`src/rtl/scaler_pkg.sv`:
```
// Shared scaler definitions: line-bank count default, FIFO occupancy states
// and the ring-pointer wrap helper.
package scaler_pkg;

   localparam int LINE_NUM_DEF = 4;

   typedef enum logic [1:0] {
      FIFO_EMPTY,
      FIFO_PRIME,
      FIFO_READY,
      FIFO_FULL
   } fifoState_t;

   // Bank count is a power of two, so wrapping is a mask.
   function automatic int unsigned ptr_inc(input int unsigned ptr, input int unsigned lineNum);
      return (ptr + 1) & (lineNum - 1);
   endfunction

endpackage

```
`src/rtl/line_ptr_cnt.sv`:
```
// Write/read line pointers and occupancy counter for the line-bank ring,
// including the jmp/rdReq accept rules and the sticky overflow/underflow flags.
module line_ptr_cnt
   import scaler_pkg::*;
#(
   parameter int LINE_NUM  = LINE_NUM_DEF,
   parameter int PTR_WIDTH = 2
) (
   input  logic                 clk,
   input  logic                 rst,
   input  logic                 jmp,
   input  logic                 rdReq,
   input  logic                 frmEnd,
   input  logic                 ramWrtEn,
   output logic [PTR_WIDTH-1:0] wrPtr,
   output logic [PTR_WIDTH-1:0] rdPtr,
   output logic [PTR_WIDTH:0]   cnt,
   output fifoState_t           state,
   output logic                 ovf,
   output logic                 udf
);

   localparam logic [PTR_WIDTH:0] CNT_ONE  = (PTR_WIDTH+1)'(1);
   localparam logic [PTR_WIDTH:0] CNT_FULL = (PTR_WIDTH+1)'(LINE_NUM);

   logic full;
   logic rdValid;
   logic jmpOk;
   logic rdOk;

   always_comb begin
      state = FIFO_READY;
      if (cnt == '0)
         state = FIFO_EMPTY;
      else if (cnt == CNT_ONE)
         state = FIFO_PRIME;
      else if (cnt == CNT_FULL)
         state = FIFO_FULL;
   end

   // Acceptance is judged on the pre-edge count, so a full ring still
   // rejects a jmp even when a coincident rdReq frees a line.
   assign full    = (state == FIFO_FULL);
   assign rdValid = (state == FIFO_READY) || (state == FIFO_FULL);
   assign jmpOk   = jmp && !full;
   assign rdOk    = rdReq && rdValid;

   always_ff @(posedge clk) begin
      if (rst) begin
         wrPtr <= '0;
         rdPtr <= '0;
         cnt   <= '0;
         ovf   <= 1'b0;
         udf   <= 1'b0;
      end else if (frmEnd) begin
         wrPtr <= '0;
         rdPtr <= '0;
         cnt   <= '0;
      end else begin
         if (jmpOk)
            wrPtr <= PTR_WIDTH'(ptr_inc(32'(wrPtr), LINE_NUM));
         if (rdOk)
            rdPtr <= PTR_WIDTH'(ptr_inc(32'(rdPtr), LINE_NUM));
         if (jmpOk && !rdOk)
            cnt <= cnt + CNT_ONE;
         else if (rdOk && !jmpOk)
            cnt <= cnt - CNT_ONE;
         if (full && (jmp || ramWrtEn))
            ovf <= 1'b1;
         if (rdReq && !rdValid)
            udf <= 1'b1;
      end
   end

endmodule

```
`src/rtl/line_fifo_ctrl.sv`:
```
// Line-buffer bank scheduler: steers writer traffic into the current write
// bank and presents the calculator with the registered top/bottom line pair.
module line_fifo_ctrl
   import scaler_pkg::*;
#(
   parameter int DATA_WIDTH    = 24,
   parameter int ADDRESS_WIDTH = 11,
   parameter int LINE_NUM      = LINE_NUM_DEF,
   parameter int PTR_WIDTH     = 2
) (
   input  logic                           clk,
   input  logic                           rst,
   input  logic                           ramWrtEn,
   input  logic [ADDRESS_WIDTH-1:0]       ramWrtAddr,
   input  logic [DATA_WIDTH-1:0]          dIn,
   input  logic                           jmp,
   input  logic                           rdReq,
   input  logic                           frmEnd,
   input  logic [LINE_NUM*DATA_WIDTH-1:0] ramRdData,
   output logic [LINE_NUM-1:0]            bankWrtEn,
   output logic [ADDRESS_WIDTH-1:0]       bankWrtAddr,
   output logic [DATA_WIDTH-1:0]          bankWrtData,
   output logic [PTR_WIDTH:0]             fifoNum,
   output logic                           rdValid,
   output logic [DATA_WIDTH-1:0]          rdTopData,
   output logic [DATA_WIDTH-1:0]          rdBotData,
   output logic                           ovf,
   output logic                           udf
);

   logic [PTR_WIDTH-1:0] wrPtr;
   logic [PTR_WIDTH-1:0] rdPtr;
   logic [PTR_WIDTH-1:0] rdPtrNxt;
   fifoState_t           state;
   logic                 wrOk;

   line_ptr_cnt #(
      .LINE_NUM  (LINE_NUM),
      .PTR_WIDTH (PTR_WIDTH)
   ) uPtrCnt (
      .clk      (clk),
      .rst      (rst),
      .jmp      (jmp),
      .rdReq    (rdReq),
      .frmEnd   (frmEnd),
      .ramWrtEn (ramWrtEn),
      .wrPtr    (wrPtr),
      .rdPtr    (rdPtr),
      .cnt      (fifoNum),
      .state    (state),
      .ovf      (ovf),
      .udf      (udf)
   );

   assign rdValid  = (state == FIFO_READY) || (state == FIFO_FULL);
   assign wrOk     = ramWrtEn && (state != FIFO_FULL) && !frmEnd;
   assign rdPtrNxt = PTR_WIDTH'(ptr_inc(32'(rdPtr), LINE_NUM));

   // Write stage: wrPtr is the pre-jump bank even when jmp coincides.
   always_ff @(posedge clk) begin
      if (rst) begin
         bankWrtEn   <= '0;
         bankWrtAddr <= '0;
         bankWrtData <= '0;
      end else begin
         bankWrtEn <= '0;
         if (wrOk) begin
            bankWrtEn   <= LINE_NUM'(1) << wrPtr;
            bankWrtAddr <= ramWrtAddr;
            bankWrtData <= dIn;
         end
      end
   end

   // Read stage: refreshed every cycle, independent of rdValid.
   always_ff @(posedge clk) begin
      if (rst) begin
         rdTopData <= '0;
         rdBotData <= '0;
      end else begin
         rdTopData <= ramRdData[int'(rdPtr)*DATA_WIDTH +: DATA_WIDTH];
         rdBotData <= ramRdData[int'(rdPtrNxt)*DATA_WIDTH +: DATA_WIDTH];
      end
   end

endmodule

```
`config.mk`:
```
export PLATFORM = sky130hd
export DESIGN_NAME = line_fifo_ctrl
export DESIGN_NICKNAME = d
export VERILOG_FILES = /design/src/rtl/scaler_pkg.sv /design/src/rtl/line_ptr_cnt.sv /design/src/rtl/line_fifo_ctrl.sv
export SDC_FILE = /design/constraint.sdc
export NUM_CORES = 1
export LEC_CHECK = 0
export CAP_MARGIN = 5
export CORE_ASPECT_RATIO = 0.8
export CORE_UTILIZATION = 44
export DETAILED_ROUTE_END_ITERATION = 10
export PLACE_DENSITY_LB_ADDON = 0.1
export SLEW_MARGIN = 20
export SYNTH_ARGS = -nofsm -noshare
export SYNTH_HDL_FRONTEND = slang
export SYNTH_SLANG_ARGS = --single-unit
export TNS_END_PERCENT = 10
```
`constraint.sdc`:
```
create_clock -name clk -period 3 [get_ports clk]
set_input_delay 0.9 -clock clk [delete_from_list [all_inputs] [get_ports clk]]
set_output_delay 0.9 -clock clk [all_outputs]
set_load 0.005 [all_outputs]
```
## Word-level counts from Yosys, hierarchy flattened

Cells that the tools add are included.
W data, S select, Z words.

| storage, ports and cells | value |
|---|---|
| output and inout bits | 93 |
| input bits | 137 |
| register bits after elaboration | 96 |
| logic and storage cells | 52 |

| cells by class | value |
|---|---|
| bitwise operators | 2 |
| equal/unequal tests | 5 |
| shift operators | 3 |
| multipliers | 2 |
| reductions and logical operators | 21 |
| multiplexer cells | 5 |
| add/sub/neg operators | 4 |

Operators with widths:

| kind | count |
|---|---|
| $shiftx A96 B8 Y24 | 2 |
| $logic_and A1 B1 Y1 | 8 |
| $mul A2 B2 Y4 const B | 2 |
| $mux W3 | 2 |
| $logic_not A1 Y1 | 5 |
| $add A2 B1 Y2 const B | 2 |
| $eq A2 B2 Y1 const B | 2 |
| $mux W2 | 2 |
| $reduce_and A2 Y1 | 2 |
| $reduce_or A2 Y1 | 2 |
| $shl A1 B2 Y4 const A | 1 |
| $add A3 B1 Y3 const B | 1 |
| $eq A3 B1 Y1 const B | 1 |
| $eq A3 B3 Y1 const B | 1 |
| $logic_not A3 Y1 | 1 |
| $sub A3 B1 Y3 const B | 1 |
| $logic_or A1 B1 Y1 | 2 |
| $ne A2 B2 Y1 const B | 1 |
| $not A1 Y1 | 2 |
| $reduce_bool A2 Y1 | 1 |
| $mux W1 | 1 |

## Depth between registers and ports, before layout

| depth | value |
|---|---|
| depth in word-level cells | 11 |
| mapped depth | 10 |
| gate-level depth less buffers | 9 |

## By module

Synthesis repeated with hierarchy kept, for this count alone.

| unflattened totals | value |
|---|---|
| cell total of the unflattened synthesis | 437 |
| area total of the unflattened synthesis | 4554.4 um2 |

By module, submodules not included:

| module | area an instance (um2) | times used | cells an instance | sequential area each (um2) |
|---|---|---|---|---|
| line_fifo_ctrl | 4048.9 | 1 | 379 | 1741.7 |
| line_ptr_cnt | 505.5 | 1 | 58 | 180.2 |

## Worst setup path after synthesis

No wires, ideal clock.

| timing | value |
|---|---|
| path kind | register to register |
| start point | register uPtrCnt.cnt[0] |
| end point | register uPtrCnt.cnt[2] |
| path buffers | 1 |
| setup time | 0.092 ns |
| path slack | 0.902 ns |
| data arrival time | 2.006 ns |
| cell stages (with the launch flop) | 10 |
| required time | 2.908 ns |
| clock period less this slack | 2.098 ns |
| cells stage by stage | dfxtp_1 inv_1 ha_1 ha_1 and3b_1 buf_6 nor2_1 ha_1 or3_1 o32ai_1 |

| on the way | value |
|---|---|
| longest elaborated chain between the ends | 10 |
| elaborated cells between the ends (all ways) | 21 |
| those cells by class | add/sub (2); eq/ne (4); mux (5); reduce/logical (10) |

RTL lines:

| item | RTL line | text |
|---|---|---|
| start: declaration | line_ptr_cnt.sv:17 | `output logic [PTR_WIDTH:0] cnt,` |
| start signal: assignment | line_ptr_cnt.sv:65 | `cnt <= cnt + CNT_ONE;` |
| start signal: assignment | line_ptr_cnt.sv:67 | `cnt <= cnt - CNT_ONE;` |
| $eq A3 B3 Y1 | line_ptr_cnt.sv:37 | `else if (cnt == CNT_FULL)` |
| $mux W1 | line_ptr_cnt.sv:37 |  |
| $mux W2 | line_ptr_cnt.sv:35 | `else if (cnt == CNT_ONE)` |
| $mux W2 * | line_ptr_cnt.sv:33 | `if (cnt == '0)` |
| $eq A2 B2 Y1 * | line_ptr_cnt.sv:43 | `assign full = (state == FIFO_FULL);` |
| $logic_not A1 Y1 * | line_ptr_cnt.sv:45 | `assign jmpOk = jmp && !full;` |
| $logic_and A1 B1 Y1 * | line_ptr_cnt.sv:45 |  |
| via uPtrCnt.jmpOk | line_ptr_cnt.sv:28 | `logic jmpOk;` |
| $logic_not A1 Y1 | line_ptr_cnt.sv:66 | `else if (rdOk && !jmpOk)` |
| $logic_and A1 B1 Y1 | line_ptr_cnt.sv:66 |  |
| $reduce_bool A2 Y1 (no source line) | n/a |  |

The timed path passes the listed nets; every way through them passes the cells marked *. The select of a mux whose other input is x is not followed.
A chain may end at the register's enable or synchronous reset.

## Worst setup path in the final report

| timing | value |
|---|---|
| start point | register uPtrCnt.cnt[0] |
| end point | output port rdValid |

| on the way | value |
|---|---|
| longest elaborated chain between the ends | 6 |
| elaborated cells between the ends (all ways) | 9 |
| those cells by class | eq/ne (4); mux (3); reduce/logical (2) |

RTL lines:

| item | RTL line | text |
|---|---|---|
| $eq A3 B3 Y1 | line_ptr_cnt.sv:37 |  |
| $mux W1 | line_ptr_cnt.sv:37 |  |
| $mux W2 | line_ptr_cnt.sv:35 |  |
| $mux W2 * | line_ptr_cnt.sv:33 |  |
| $eq A2 B2 Y1 | line_fifo_ctrl.sv:55 | `assign rdValid = (state == FIFO_READY) \|\| (state == FIFO_FULL);` |
| $logic_or A1 B1 Y1 * | line_fifo_ctrl.sv:55 |  |
| end: declaration | line_fifo_ctrl.sv:24 | `output logic rdValid,` |

Every way passes the cells marked *; elsewhere a longest branch is shown, timed or not.

==> impl_metrics.yaml <==
detailed_routing:
  wl_mm: 11.7
  dr.pass1.iters: 4
  num_vias: 3700
  drcViolationCount: 0
  ant_nets: 0
  routedWlPerCell_um: 15.7
  first_iter_violations: 156
  vias_per_cell: 4.99
critical_path:
  critPathRequiredTime_ps: 2100
  max_stage_delay_ps: 530
  cp-end-kind: "output port"
  cp_slowest_cell: "clkdlybuf4s50_1"
  worst-path-max-fanout: 5
  critical_path_arrival_ps: 1920
  path_buf_inv: 2
  path_delay_family: "buffers and inverters"
  startpoint_type: "flop"
  crit_chain: "inv_1, ha_1, ha_1, nor2_1, clkdlybuf4s50_1"
  timing_worst_setup_path_type: "reg2out"
  cpMostUsedCell: "ha_1"
cells_and_area:
  final_common_cell: "clkdlybuf4s50_1"
  nets: 739
  mostFrequentLayoutCells: "clkdlybuf4s50_1 (228), dfxtp_1 (94), nand2b_1 (71)"
  final_util_pct: 70.8
  drive_gt1_share_pct: 13.1
  insertedDiodeCount: 0
  area_growth_pct: 55.5
power:
  p_leak_uw: 0.00257
  seq_power_share_pct: 44.1
  swShare_pct: 22.4
  power.total_uw: 3130
  p_int_uw: 2430
  peakVddDrop_mv: 0.251
  power.net_switching_uw: 700
  p_clk_share_pct: 35.4
  comb_power_share_pct: 20.5
  powerDensity_nw_per_um2: 429
clock_network:
  cts-root-buf: "clkbuf_16"
  cts_buffers: 9
  cts_tree: "yes"
  h-tree-depth: 3
  cts_hold_buf: 0
  ctsResizeCount: 0
  clk_latency_ps: 340
  cts.sinks: 96
  clockBufferDepth: 2
  post-cts-setup-buffer-count: 0
  clk_pin_slew_ps: 60
floorplanning:
  dieArea_um2: 11100
  core-area_um2: 10300
  rows: 33
  chipWidth_um: 118
  ios: 230
  fp.dieH_um: 94.4
  initial_core_util_pct: 45.5
timing:
  final.setup.tns_ps: 0
  maxSlewViolCount: 0
  hold_viol_final: 0
  grt_setup_unrepaired: "false"
  tightest_slew_ps: 872
  fin_crit_sh_pct: 94.0
  setup_viol: 0
  max_freq_ghz: 0.354
  finalClockSkew_ps: 3.11
  slew_headroom_pct: 41.9
  timing.final.crit_period_ps: 2820
  hold_ws_ps: 458
yosys:
  synth_seq_cells: 96
  synth_fp_nets: 526
  syn-cell-area_um2: 4700
  ys_seq_area_share_pct: 40.9
  ys_types: 33
  avgSynthCellArea_um2: 12.2
  yosysWarnings: 0
  ys.flop_type: "dfxtp_1"
  synth_edf_count: 0
  syn_inst: 384
  synthArstFlopShare_pct: 0
status:
  status: "finished clean"
min_path:
  hold_class: "reg2reg"
global_route:
  grt-ovfl-total: 0
  track_usage_pct: 21.3
  grt_max_degree: 110
  grt_pass1_wl_mm: 18.2
  grt_antenna_before_repair: 0
  grt_pass1_vias: 3592
run:
  cap_viol_max_count: 0
place:
  hpwl_mm: 8.70
  portBuffers: 229
  gp_congestion: 0.770
==> cell usage after synthesis (4+ instances only) <==
master	n	area share, %
mux4_2	48	23
dfxtp_1	96	41
inv_1	6	0.48
buf_2	4	0.43
ha_1	5	1.3
nand2b_1	71	9.5
mux2i_1	36	7.7
nor2_1	6	0.48
nor2b_1	50	6.7
a21oi_1	7	0.75
buf_4	8	1.3
clkbuf_1	14	1.1
or3_1	4	0.53
o21ai_0	4	0.43
==> worst min-delay path, cell delays in order, from the launching register on <==
cell	delay [ps]
dfxtp_1	320
inv_1	50
a21oi_1	50
==> worst paths after layout <==
| path | cells after the start | slack (ps) | end | from |
|---|---|---|---|---|
| worst max register to register | 8 | 690 | uPtrCnt.cnt[2] | uPtrCnt.cnt[0] |
| worst min register to register | 2 | 460 | uPtrCnt.udf | uPtrCnt.udf |
| worst min-delay path | 2 | 460 | uPtrCnt.udf | uPtrCnt.udf |
| worst max-delay path | 5 | 180 | rdValid | uPtrCnt.cnt[0] |
==> sequential cells by signal, indices dropped and copies added, names as in the netlist <==
signal and flops:
bankWrtData 24, rdBotData 24, rdTopData 24, bankWrtAddr 11
bankWrtEn 4, uPtrCnt.cnt 3, uPtrCnt.rdPtr 2, uPtrCnt.wrPtr 2
uPtrCnt.ovf 1, uPtrCnt.udf 1
==> power by group through the flow <==
stage | logic, µW | clock network, µW | registers (µW)
3_5_place_dp | 643 | 0 | 1410
3_3_place_gp | 625 | 0 | 1410
5_1_grt | 689 | 1210 | 1390
6_report | 642 | 1110 | 1380
4_1_cts | 647 | 1150 | 1380
2_1_floorplan | 262 | 0 | 1410
==> logic make-up after synthesis <==
| kind of cell | share of synthesized area, % |
|---|---|
| buf+inv | 5.46 |
| compound gates | 1.87 |
| simple gates | 19.3 |
| flops | 40.9 |
| mux | 30.7 |
| fa+ha+maj | 1.33 |
| xor+xnor | 0.373 |
==> routing by layer <==
metal | wire [µm] | vias to the layer above | global-route usage, %
met3 | 635 | 14 | 5.92
met4 | 172 | 0 | 6.73
li1 | - | 1776 | -
met2 | 6240 | 124 | 39.5
met1 | 4640 | 1786 | 24.0
met5 | 0 | - | 0
==> cell type report <==
class	count	area, µm²
flip-flops and latches	96	1920
well taps	140	175
inverters	7	26.3
clock buffers	10	229
repair buffers	234	2360
clock inverters	6	60.1
fillers	791	3020
multi-input cells	249	2520
==> stage by stage <==
step                      setup WS [ps]  instances  cell area [µm²]
after detailed placement            524        726             7010
after global routing                102        742             7300
after global placement              564        726             7010
final                               179        742             7300
after CTS                           158        742             7300
after floorplan                     902        384             4700
(Power assumes the default switching activity.)
